--- src/rtl/midi_pkg.sv ---
// rtl/midi_pkg.sv - shared types, constants and helpers for the MIDI UART receiver
package midi_pkg;

   typedef enum logic [2:0] {
      IDLE,
      START,
      DATA,
      STOP,
      BREAK
   } uart_state_t;

   localparam int MIDI_BAUD = 31250;

   // Rounded clocks per oversample tick.
   function automatic int calc_div(input int clk_hz, input int baud, input int os);
      return (clk_hz + (baud * os) / 2) / (baud * os);
   endfunction

   // Two-out-of-three vote used to decide each bit.
   function automatic logic maj3(input logic a, input logic b, input logic c);
      return (a & b) | (a & c) | (b & c);
   endfunction

endpackage

--- src/rtl/midi_baud_tick.sv ---
// rtl/midi_baud_tick.sv - oversample tick generator, one pulse every DIV clocks
module midi_baud_tick #(
   parameter int DIV = 100
) (
   input  logic clk,
   input  logic rst,
   input  logic clear,
   output logic tick
);

   localparam int CW = (DIV > 1) ? $clog2(DIV) : 1;
   localparam logic [CW-1:0] RELOAD = CW'(DIV - 1);

   logic [CW-1:0] cnt;

   // Down-counter reloaded on clear or at zero; the zero crossing emits the tick.
   always_ff @(posedge clk) begin
      if (rst || clear) begin
         cnt  <= RELOAD;
         tick <= 1'b0;
      end else if (cnt == '0) begin
         cnt  <= RELOAD;
         tick <= 1'b1;
      end else begin
         cnt  <= cnt - 1'b1;
         tick <= 1'b0;
      end
   end

endmodule

--- src/rtl/midi_uart_rx.sv ---
// rtl/midi_uart_rx.sv - 8N1 MIDI serial receiver with 16x oversampling and majority vote
module midi_uart_rx
   import midi_pkg::*;
#(
   parameter int CLK_FREQ_HZ = 50_000_000,
   parameter int BAUD        = MIDI_BAUD,
   parameter int OVERSAMPLE  = 16
) (
   input  logic       clk,
   input  logic       rst,
   input  logic       rx,
   output logic [7:0] byte_out,
   output logic       byte_valid,
   output logic       framing_err,
   output logic       busy
);

   // OVERSAMPLE must be at least 8 so the three vote samples sit inside one bit.
   localparam int DIV = calc_div(CLK_FREQ_HZ, BAUD, OVERSAMPLE);
   localparam int OSW = $clog2(OVERSAMPLE);
   localparam int MID = OVERSAMPLE / 2;
   localparam logic [OSW-1:0] OS_LAST = OSW'(OVERSAMPLE - 1);
   localparam logic [OSW-1:0] S_LO    = OSW'(MID - 1);
   localparam logic [OSW-1:0] S_MID   = OSW'(MID);
   localparam logic [OSW-1:0] S_HI    = OSW'(MID + 1);

   uart_state_t    state;
   logic           rx_meta;
   logic           rx_s;
   logic           tick;
   logic           clear;
   logic [OSW-1:0] os_cnt;
   logic [OSW-1:0] os_next;
   logic [2:0]     bit_idx;
   logic [7:0]     shift_reg;
   logic           samp_lo;
   logic           samp_mid;
   logic           vote;

   // Tick phase restarts on every falling edge seen from IDLE.
   assign clear   = (state == IDLE);
   assign busy    = (state != IDLE);
   assign os_next = (os_cnt == OS_LAST) ? '0 : os_cnt + 1'b1;
   assign vote    = maj3(samp_lo, samp_mid, rx_s);

   midi_baud_tick #(
      .DIV(DIV)
   ) u_tick (
      .clk  (clk),
      .rst  (rst),
      .clear(clear),
      .tick (tick)
   );

   // Two-flop synchronizer, reset high so reset never looks like a start bit.
   always_ff @(posedge clk) begin
      if (rst) begin
         rx_meta <= 1'b1;
         rx_s    <= 1'b1;
      end else begin
         rx_meta <= rx;
         rx_s    <= rx_meta;
      end
   end

   // Capture the two early vote samples of each bit period.
   always_ff @(posedge clk) begin
      if (rst) begin
         samp_lo  <= 1'b1;
         samp_mid <= 1'b1;
      end else if (tick && state != IDLE && state != BREAK) begin
         if (os_next == S_LO)  samp_lo  <= rx_s;
         if (os_next == S_MID) samp_mid <= rx_s;
      end
   end

   // Frame state machine; decisions happen on the MID+1 tick, bit steps on the wrap.
   always_ff @(posedge clk) begin
      if (rst) begin
         state       <= IDLE;
         os_cnt      <= '0;
         bit_idx     <= '0;
         shift_reg   <= '0;
         byte_out    <= '0;
         byte_valid  <= 1'b0;
         framing_err <= 1'b0;
      end else begin
         byte_valid  <= 1'b0;
         framing_err <= 1'b0;
         case (state)
            IDLE: begin
               os_cnt  <= '0;
               bit_idx <= '0;
               if (!rx_s) state <= START;
            end
            START: if (tick) begin
               os_cnt <= os_next;
               if (os_next == S_HI && vote) begin
                  state <= IDLE;
               end else if (os_next == '0) begin
                  state   <= DATA;
                  bit_idx <= '0;
               end
            end
            DATA: if (tick) begin
               os_cnt <= os_next;
               if (os_next == S_HI) shift_reg[bit_idx] <= vote;
               if (os_next == '0) begin
                  if (bit_idx == 3'd7) state   <= STOP;
                  else                 bit_idx <= bit_idx + 3'd1;
               end
            end
            STOP: if (tick) begin
               os_cnt <= os_next;
               if (os_next == S_HI) begin
                  if (vote) begin
                     byte_out   <= shift_reg;
                     byte_valid <= 1'b1;
                     state      <= IDLE;
                  end else begin
                     framing_err <= 1'b1;
                     os_cnt      <= '0;
                     state       <= BREAK;
                  end
               end
            end
            BREAK: begin
               if (!rx_s) begin
                  os_cnt <= '0;
               end else if (tick) begin
                  if (os_cnt == OS_LAST) state  <= IDLE;
                  else                   os_cnt <= os_next;
               end
            end
            default: state <= IDLE;
         endcase
      end
   end

endmodule

--- config.mk ---
export PLATFORM = sky130hd
export DESIGN_NAME = midi_uart_rx
export DESIGN_NICKNAME = d
export VERILOG_FILES = /design/src/rtl/midi_pkg.sv /design/src/rtl/midi_baud_tick.sv /design/src/rtl/midi_uart_rx.sv
export SDC_FILE = /design/constraint.sdc
export NUM_CORES = 1
export LEC_CHECK = 0
export ABC_AREA = 0
export CAP_MARGIN = 20
export CORE_AREA = 2 2 64 66
export CTS_CLUSTER_SIZE = 16
export DETAILED_ROUTE_END_ITERATION = 12
export DIE_AREA = 0 0 66 68
export GPL_TIMING_DRIVEN = 0
export PLACE_DENSITY = 0.82
export SLEW_MARGIN = 20
export SYNTH_ARGS = -nofsm -noshare
export SYNTH_HDL_FRONTEND = slang
export SYNTH_SLANG_ARGS = --single-unit
--- constraint.sdc ---
create_clock -name clk -period 2.8 [get_ports clk]
set_input_delay 0.56 -clock clk [delete_from_list [all_inputs] [get_ports clk]]
set_output_delay 0.56 -clock clk [all_outputs]
set_load 0.05 [all_outputs]
==> results of run 1 <==
-- area by class of cell --
cell class	instances	area (um2)	area share, %
Timing Repair Buffer	12	123	5.27
Inverter	7	26.3	1.13
Tap cell	50	62.6	2.69
Clock buffer	6	72.6	3.12
Sequential cell	40	801	34.4
Clock inverter	2	35.0	1.51
Multi-Input combinational cell	164	1120	48.3
Buffer	13	82.6	3.55
-- stage by stage --
stage | hold WS (ns) | worst slack [ns] | instances | utilization, %
detailed placement | 0.387 | 0.390 | 286 | 57.4
finish | 0.397 | 0.458 | 294 | 60.3
CTS | 0.403 | 0.0483 | 294 | 60.2
global route | 0.415 | 0.347 | 294 | 60.3
global placement | 0.382 | 0.395 | 286 | 57.4
floorplan | 0.371 | 0.959 | 224 | -
-- where the power goes --
part           switching [W]   total, W  internal, W  leakage (nW)
registers         0.00000178   0.000573     0.000571         0.323
clock network       0.000191   0.000455     0.000264        0.0552
logic              0.0000304  0.0000517    0.0000213         0.637
-- layout by cell type (no fill, tap or decap), types with 3 or more instances in the layout --
| cell type | n |
|---|---|
| nor2b_1 | 5 |
| xor2_1 | 4 |
| dfxtp_1 | 40 |
| clkdlybuf4s50_1 | 11 |
| nand2b_1 | 14 |
| inv_1 | 7 |
| nand2_1 | 14 |
| or3_1 | 3 |
| nor2_1 | 24 |
| ha_1 | 7 |
| nand4_1 | 6 |
| nand3_1 | 13 |
| a21oi_1 | 6 |
| nand3b_1 | 4 |
| clkbuf_1 | 5 |
| and2_1 | 4 |
| mux2i_1 | 20 |
| o21ai_0 | 3 |
| or2_2 | 3 |
| clkbuf_8 | 7 |
| buf_2 | 5 |
| nor3_1 | 4 |
-- critical path: stages (launching register included) --
cell            delay (ns)
dfxtp_1               0.30
buf_2                 0.17
or2_2                 0.28
buf_2                 0.16
nor2_1                0.20
inv_1                 0.07
dlymetal6s2s_1        0.31
-- path summary, 6_finish.rpt --
path                            slack (ns)           from            end
worst min register to register        0.40  u_tick.cnt[0]  u_tick.cnt[0]
worst max register to register        0.78      os_cnt[1]    byte_out[3]
worst min-delay path                  0.40  u_tick.cnt[0]  u_tick.cnt[0]
worst max-delay path                  0.46       state[0]           busy
-- kinds of logic (layout without fill, tap and decap cells) --
kind of cell	Yosys count	count (layout)	share of synthesized area (%)
simple gates	104	104	28.2
flops	40	40	39.4
compound gates	26	26	9.79
mux	20	20	9.85
buf+inv	20	40	5.36
fa+ha+maj	8	8	4.80
xor+xnor	6	6	2.59
-- layer usage --
metal / global-route usage (%) / wire length (um) / up-vias / part of all wire, %
met4: 7.14 / 42 / 0 / 1.2
met3: 4.44 / 116 / 4 / 3.2
li1: - / - / 803 / -
met1: 22.5 / 1720 / 748 / 48
met5: 0 / 0 / - / 0
met2: 29.8 / 1720 / 25 / 48
==> metrics.csv, run 1 <==
stage;metric;value;unit
place;PortBufs;12;
pwr;Leak;1.02;nW
clock_network;CTS Buffer Depth;2;
floorplanning;Die Width;66;um
timing;Fin. Hold Viols;0;
floorplanning;Rows;23;
worst_setup_path;WS Path Type;register to primary output;
timing;slew margin rel.;66.4;%
detailed_routing;drc violations;0;
yosys;post-synth top area share;39.4;%
worst_setup_path;CP startpoint kind;register;
clock_network;Resized cells post-CTS;0;
floorplanning;IO Pins;14;
yosys;number of synthesized flops with an enable pin;0;
place;post-DP HPWL;2550;um
flow_run;Max Cap Viol;0;
global_routing;total track usage;17.9;%
clock_network;post-CTS setup buffer count;0;
place;Post-DP Area;2210;um2
finish;Final Cell Area;2320;um2
hold_path;WHS Path Cells;1;
worst_setup_path;Critical Path AT;1.78;ns
detailed_routing;per-cell routed wire length;12.3;um
yosys;ys flop type;dfxtp_1;
yosys;post-synthesis sequential area ratio;39.4;%
timing;final setup violating endpoints;0;
finish;ant diodes;0;
place;RePlAce Congestion;0.836;
finish;Nets;253;
clock_network;CTS tree;yes;
timing;f_max;427;MHz
floorplanning;Core Area;3860;um2
clock_network;TritonCTS buffer count;5;
global_routing;GR Overflow Total;0;
worst_setup_path;FF-to-FF path depth;8;
detailed_routing;vias;1580;
timing;Tcrit/Tclk final;83.6;%
timing;unrepaired setup endpoints after global routing;false;
global_routing;first-pass GRT wire length;6160;um
timing;worst slew pin tran;0.502;ns
yosys;Cells after Synth;224;
worst_setup_path;critical path capture point type;primary output;
global_routing;vias in the first global route;1398;
clock_network;H-tree depth;2;
worst_setup_path;Critical Path Fanout Max;10;
hold_path;HP Class;register to register;
outcome;status;completed;
finish;fillers;340;
pwr;Max VDD drop;0.426;mV
timing;final setup TNS;0;ns
yosys;leading cell types by count after synthesis;40 x dfxtp_1, 24 x nor2_1, 20 x mux2i_1;
detailed_routing;ANT nets after route;0;
finish;fraction of layout cells with a size suffix above 1;11.9;%
timing;worst clock skew;0.00889;ns
finish;P&R area growth vs syn;14.4;%
pwr;Tot Pwr;0.00108;W
yosys;Yosys top cell by area;dfxtp_1;
yosys;syn_nets;234;
timing;minimum clock period after layout;2.34;ns
floorplanning;Die Y-Extent;68;um
yosys;Avg Inst Size Synth;9.07;um2
detailed_routing;mean number of vias per cell;5.37;
floorplanning;initial core utilization;52.7;%
yosys;top-count cell post-synth;dfxtp_1;
yosys;synth top area cells;dfxtp_1 39%, mux2i_1 9.9%, nor2_1 4.4%;
pwr;pwr dens;465;nW/um2
global_routing;largest net degree at the start of global routing;13;
floorplanning;die area;4490;um2
yosys;synth unique cells;50;
clock_network;worst skew pair latency;0.29;ns
detailed_routing;initial detailed-routing violation count;71;
detailed_routing;drt pass-1 iters;4;
global_routing;initial antenna violation count;0;
clock_network;Post-CTS Hold Fix Bufs;0;
yosys;YS warnings;0;
detailed_routing;Detailed Route WL;3610;um
timing;final slew viol count;0;
clock_network;clock tree sinks;40;
clock_network;Clk pin slew, worst setup/hold paths;0.08;ns
clock_network;Root Buffer;clkbuf_8;
worst_setup_path;CP Data Required Time;2.24;ns
yosys;Seq cells post-synth;40;
yosys;fraction of registers with async set/reset;0;%
yosys;Mapped Area;2030;um2
No activity file was read; power rests on OpenSTA's default activity.
==> run 2, diff against run 1 <==
Settings changed: CORE_AREA 2 2 64 66 to 2 2 66 68, DIE_AREA 0 0 66 68 to 0 0 68 70, PLACE_DENSITY 0.82 to 0.81.
Clock period 2.8 ns to 2.12 ns, I/O delays scaled along.
==> metrics.csv, run 2 (synthesized netlist as in run 1, its figures left out) <==
stage;metric;value;unit
outcome;status;completed;
floorplanning;Core Area;4140;um2
clock_network;H-tree depth;2;
worst_setup_path;CP startpoint kind;register;
timing;worst slew pin tran;0.522;ns
global_routing;largest net degree at the start of global routing;14;
worst_setup_path;Critical Path Fanout Max;10;
detailed_routing;drt pass-1 iters;4;
place;post-DP HPWL;2700;um
floorplanning;die area;4760;um2
place;RePlAce Congestion;0.800;
place;Post-DP Area;2220;um2
worst_setup_path;Critical Path AT;1.62;ns
finish;Nets;253;
floorplanning;IO Pins;14;
clock_network;clock tree sinks;40;
timing;Tcrit/Tclk final;96.3;%
place;PortBufs;12;
clock_network;worst skew pair latency;0.30;ns
global_routing;first-pass GRT wire length;6840;um
global_routing;M3 GR Usage;5.31;%
floorplanning;Rows;24;
timing;slew margin rel.;65.0;%
hold_path;HP Class;register to register;
worst_setup_path;CP dominant cell by count;buf_2;
global_routing;vias in the first global route;1541;
worst_setup_path;CP Cell Sequence;buf_2 > or2_2 > buf_2 > nor2_2 > inv_1 > buf_2;
clock_network;post-CTS setup buffer count;0;
detailed_routing;ANT nets after route;0;
floorplanning;Die Y-Extent;70;um
global_routing;GR peak layer;met2;
detailed_routing;Detailed Route WL;3980;um
worst_setup_path;r2r startpoint;os_cnt[0];
worst_setup_path;Crit-path slowest cell;dfxtp_1;
finish;ant diodes;0;
detailed_routing;vias;1612;
flow_run;Max Cap Viol;0;
worst_setup_path;Crit. Startpoint;state[0];
worst_setup_path;R2R Setup Slk;0.15;ns
global_routing;GR Overflow Total;0;
global_routing;routing usage on met1;22.9;%
timing;hold slack;0.418;ns
pwr;Max VDD drop;0.563;mV
finish;fraction of layout cells with a size suffix above 1;13.5;%
finish;commonest non-fill, non-tap cells in the layout;39 x dfxtp_1, 23 x nor2_1, 20 x mux2i_1;
hold_path;WHS Path Cells;1;
clock_network;CTS Buffer Depth;2;
detailed_routing;drc violations;0;
global_routing;initial antenna violation count;0;
timing;final slew viol count;0;
pwr;Leak;1.00;nW
worst_setup_path;CP Capture Point;busy;
pwr;pwr dens;623;nW/um2
worst_setup_path;R2R Path End;shift_reg[7];
clock_network;Clk pin slew, worst setup/hold paths;0.08;ns
worst_setup_path;CP Data Required Time;1.70;ns
global_routing;total track usage;18.8;%
clock_network;Root Buffer;clkbuf_8;
clock_network;TritonCTS buffer count;5;
timing;Fin. Hold Viols;0;
worst_setup_path;critical path capture point type;primary output;
floorplanning;Die Width;68;um
worst_setup_path;FF-to-FF path depth;8;
detailed_routing;per-cell routed wire length;13.4;um
finish;most common cell after layout, fill and taps aside;dfxtp_1;
timing;minimum clock period after layout;2.04;ns
worst_setup_path;Critical Path Max Stage Delay;0.30;ns
clock_network;CTS tree;yes;
finish;Final Cell Area;2330;um2
timing;f_max;490;MHz
detailed_routing;mean number of vias per cell;5.45;
finish;P&R area growth vs syn;14.7;%
clock_network;Post-CTS Hold Fix Bufs;0;
detailed_routing;initial detailed-routing violation count;52;
global_routing;GRT met2 Usage;30.6;%
worst_setup_path;WS Path Type;register to primary output;
timing;worst clock skew;0.00459;ns
floorplanning;initial core utilization;49.0;%
timing;final setup violating endpoints;0;
-- run 2: worst min-delay path by stage --
stage,startpoint,end,slack [ns]
final,rx_meta,rx_s,0.42
after global routing,u_tick.cnt[0],u_tick.cnt[0],0.44
after CTS,rx_meta,rx_s,0.42
after detailed placement,u_tick.cnt[0],u_tick.cnt[0],0.39
after global placement,u_tick.cnt[0],u_tick.cnt[0],0.38
after floorplan,u_tick.cnt[0],u_tick.cnt[0],0.37
-- run 2: through the flow --
stage	util [%]	cells	setup WS (ns)	total power, W	setup TNS, ns
after floorplan	-	224	0.279	0.000826	0
after global placement	53.5	288	-0.143	0.000842	-0.143
after detailed placement	53.5	288	-0.144	0.000844	-0.144
after CTS	56.1	296	0.0152	0.00146	0
after global routing	56.2	296	-0.0103	0.00149	-0.0103
final	56.2	296	0.0781	0.00145	0
-- run 2: report_power, final --
| part | switching, W | internal (W) | total [W] | leakage, nW |
|---|---|---|---|---|
| Combinational | 0.0000420 | 0.0000273 | 0.0000693 | 0.625 |
| Sequential | 0.00000245 | 0.000754 | 0.000756 | 0.323 |
| Clock | 0.000276 | 0.000348 | 0.000625 | 0.0541 |
-- run 2: layer usage --
| layer | vias to the layer above | wire, um |
|---|---|---|
| met4 | 0 | 91 |
| met1 | 755 | 1730 |
| met3 | 10 | 190 |
| met2 | 40 | 1960 |
| met5 | - | 0 |
| li1 | 807 | - |
-- run 2: final cells by class --
| type | instances | area [um2] |
|---|---|---|
| repair buffers | 12 | 115 |
| well taps | 52 | 65.1 |
| multi-input cells | 164 | 1120 |
| clock inverters | 3 | 42.5 |
| clock buffers | 5 | 68.8 |
| inverters | 7 | 26.3 |
| plain buffers | 13 | 85.1 |
| fillers | 356 | 1810 |
| flip-flops and latches | 40 | 802 |
-- run 2: critical path: cells and delay by family (launching register included) --
| family | cells | cell delay (ns) |
|---|---|---|
| DFF | 1 | 0.30 |
| buffers and inverters | 4 | 0.58 |
| and+or+nand+nor | 2 | 0.43 |
-- run 2: repair_timing --
action,4_1_cts,5_1_grt
cloned,0,0
setup endpoints to repair,1,10
resized for setup,5,3
==> run 3, diff against run 2 <==
Settings changed: CAP_MARGIN 20 to 5, REMOVE_ABC_BUFFERS set to 1.
==> metrics.csv, run 3 (synthesized netlist as in run 1, its figures left out) <==
stage;metric;value;unit
finish;Nets;243;
timing;f_max;500;MHz
place;PortBufs;13;
place;Post-Place Worst Slack;-0.196;ns
global_routing;initial antenna violation count;0;
clock_network;clock tree sinks;40;
global_routing;GR peak layer;met2;
worst_setup_path;Critical Path Fanout Max;10;
timing;unrepaired setup endpoints after global routing;false;
worst_setup_path;CP Cell Sequence;ha_2 > and4bb_1 > a31o_4 > a21bo_1 > or3_1 > a21oi_2;
floorplanning;Rows;24;
timing;worst slew pin tran;0.576;ns
worst_setup_path;Critical Path AT;2.23;ns
finish;P&R area growth vs syn;11.9;%
worst_setup_path;CP Data Required Time;2.35;ns
worst_setup_path;WS Path Type;register to register;
timing;final worst setup slack;0.119;ns
pwr;pwr dens;625;nW/um2
timing;Tcrit/Tclk final;94.4;%
pwr;internal power;0.00112;W
pwr;Comb power frac;3.9;%
flow_run;Max Cap Viol;0;
pwr;Switching Fraction;20.8;%
detailed_routing;Detailed Route WL;3490;um
floorplanning;initial core utilization;49.0;%
clock_network;Root Buffer;clkbuf_8;
detailed_routing;drc violations;0;
place;RePlAce Congestion;0.758;
place;post-DP HPWL;2300;um
floorplanning;Die Width;68;um
floorplanning;IO Pins;14;
worst_setup_path;Crit-path slowest cell;dfxtp_1;
clock_network;CTS Buffer Depth;2;
timing;Fin. Hold Viols;0;
timing;worst clock skew;0.00530;ns
floorplanning;Core Area;4140;um2
detailed_routing;vias;1520;
clock_network;Clk pin slew, worst setup/hold paths;0.08;ns
detailed_routing;per-cell routed wire length;12.2;um
global_routing;vias in the first global route;1453;
finish;fraction of layout cells with a size suffix above 1;11.5;%
clock_network;worst skew pair latency;0.29;ns
timing;hold slack;0.408;ns
global_routing;total track usage;16.6;%
pwr;sw power;0.000296;W
finish;ant diodes;0;
hold_path;HP Class;register to register;
finish;most common cell after layout, fill and taps aside;dfxtp_1;
worst_setup_path;critical path capture point type;register;
detailed_routing;initial detailed-routing violation count;124;
floorplanning;die area;4760;um2
global_routing;M3 GR Usage;4.51;%
clock_network;Post-CTS Hold Fix Bufs;0;
detailed_routing;drt pass-1 iters;4;
timing;final slew viol count;0;
detailed_routing;ANT nets after route;0;
detailed_routing;mean number of vias per cell;5.31;
worst_setup_path;CP startpoint kind;register;
floorplanning;Die Y-Extent;70;um
global_routing;largest net degree at the start of global routing;38;
outcome;status;completed;
timing;minimum clock period after layout;2.00;ns
global_routing;first-pass GRT wire length;6290;um
worst_setup_path;Critical Path Max Stage Delay;0.45;ns
clock_network;CTS tree;yes;
timing;slew margin rel.;61.6;%
pwr;Leak;0.965;nW
finish;commonest non-fill, non-tap cells in the layout;40 x dfxtp_1, 23 x nor2_1, 20 x mux2i_1;
global_routing;GRT met2 Usage;25.8;%
pwr;Clk pwr share;42.6;%
pwr;register share of total power;53.5;%
clock_network;TritonCTS buffer count;5;
global_routing;routing usage on met1;22.4;%
timing;final setup violating endpoints;0;
clock_network;H-tree depth;2;
pwr;Max VDD drop;0.505;mV
global_routing;GR Overflow Total;0;
[run 3: cell count changes in the layout (fill, tap and decap cells not counted), sizes merged]
cell / before / now
buf: 7 / 3
clkbuf: 12 / 7
clkinvlp: 1 / 0
[run 3: final timing paths]
path / cells past startpoint / slack, ns / end / start
max: 6 / 0.12 / os_cnt[3] / os_cnt[1]
min: 1 / 0.41 / rx_s / rx_meta
max reg2reg: 6 / 0.12 / os_cnt[3] / os_cnt[1]
min reg2reg: 1 / 0.41 / rx_s / rx_meta
[run 3: metrics by stage]
step | total power (W) | util, % | cell area [um2] | TNS [ns] | std cells
floorplan | 0.000813 | - | 1950 | 0 | 211
global placement | 0.000834 | 51.8 | 2140 | -3.20 | 276
detailed placement | 0.000835 | 51.8 | 2140 | -3.38 | 276
CTS | 0.00144 | 55.0 | 2280 | -0.0962 | 286
global route | 0.00146 | 54.9 | 2270 | 0 | 286
finish | 0.00142 | 54.9 | 2270 | 0 | 286
[run 3: worst max-delay path: cells and delay by family (launching register included)]
family,cells,cell delay (ns)
AO/OA/AOI/OAI,3,0.52
AND/OR/NAND/NOR,2,0.63
flip-flops,1,0.45
adder cells (fa/ha/maj),1,0.35
[run 3: final cells by class]
type                       instances  area [um2]
inverter                           7        26.3
tap                               52        65.1
fill                             389        1870
clock inverter                     2        35.0
sequential                        40         801
clock buffer                       6        72.6
timing repair buffer              15         148
multi-input combinational        164        1130
[run 3: routing by layer]
metal  up-vias  wire, um
li1        786         -
met1       705      1760
met2        20      1560
met3         9       125
met4         0        45
met5         -         0
[run 3: power groups by stage]
stage	Combinational (W)	Sequential, W	Clock (W)
floorplan	0.0000370	0.000776	0
CTS	0.0000572	0.000760	0.000623
finish	0.0000554	0.000760	0.000605
global route	0.0000622	0.000761	0.000640
global placement	0.0000571	0.000777	0
detailed placement	0.0000576	0.000778	0
[run 3: what timing repair did]
action	CTS	global route
hold endpoints to repair	0	0
setup endpoints to repair	9	15
setup buffers	2	0
gates resized for setup	1	4
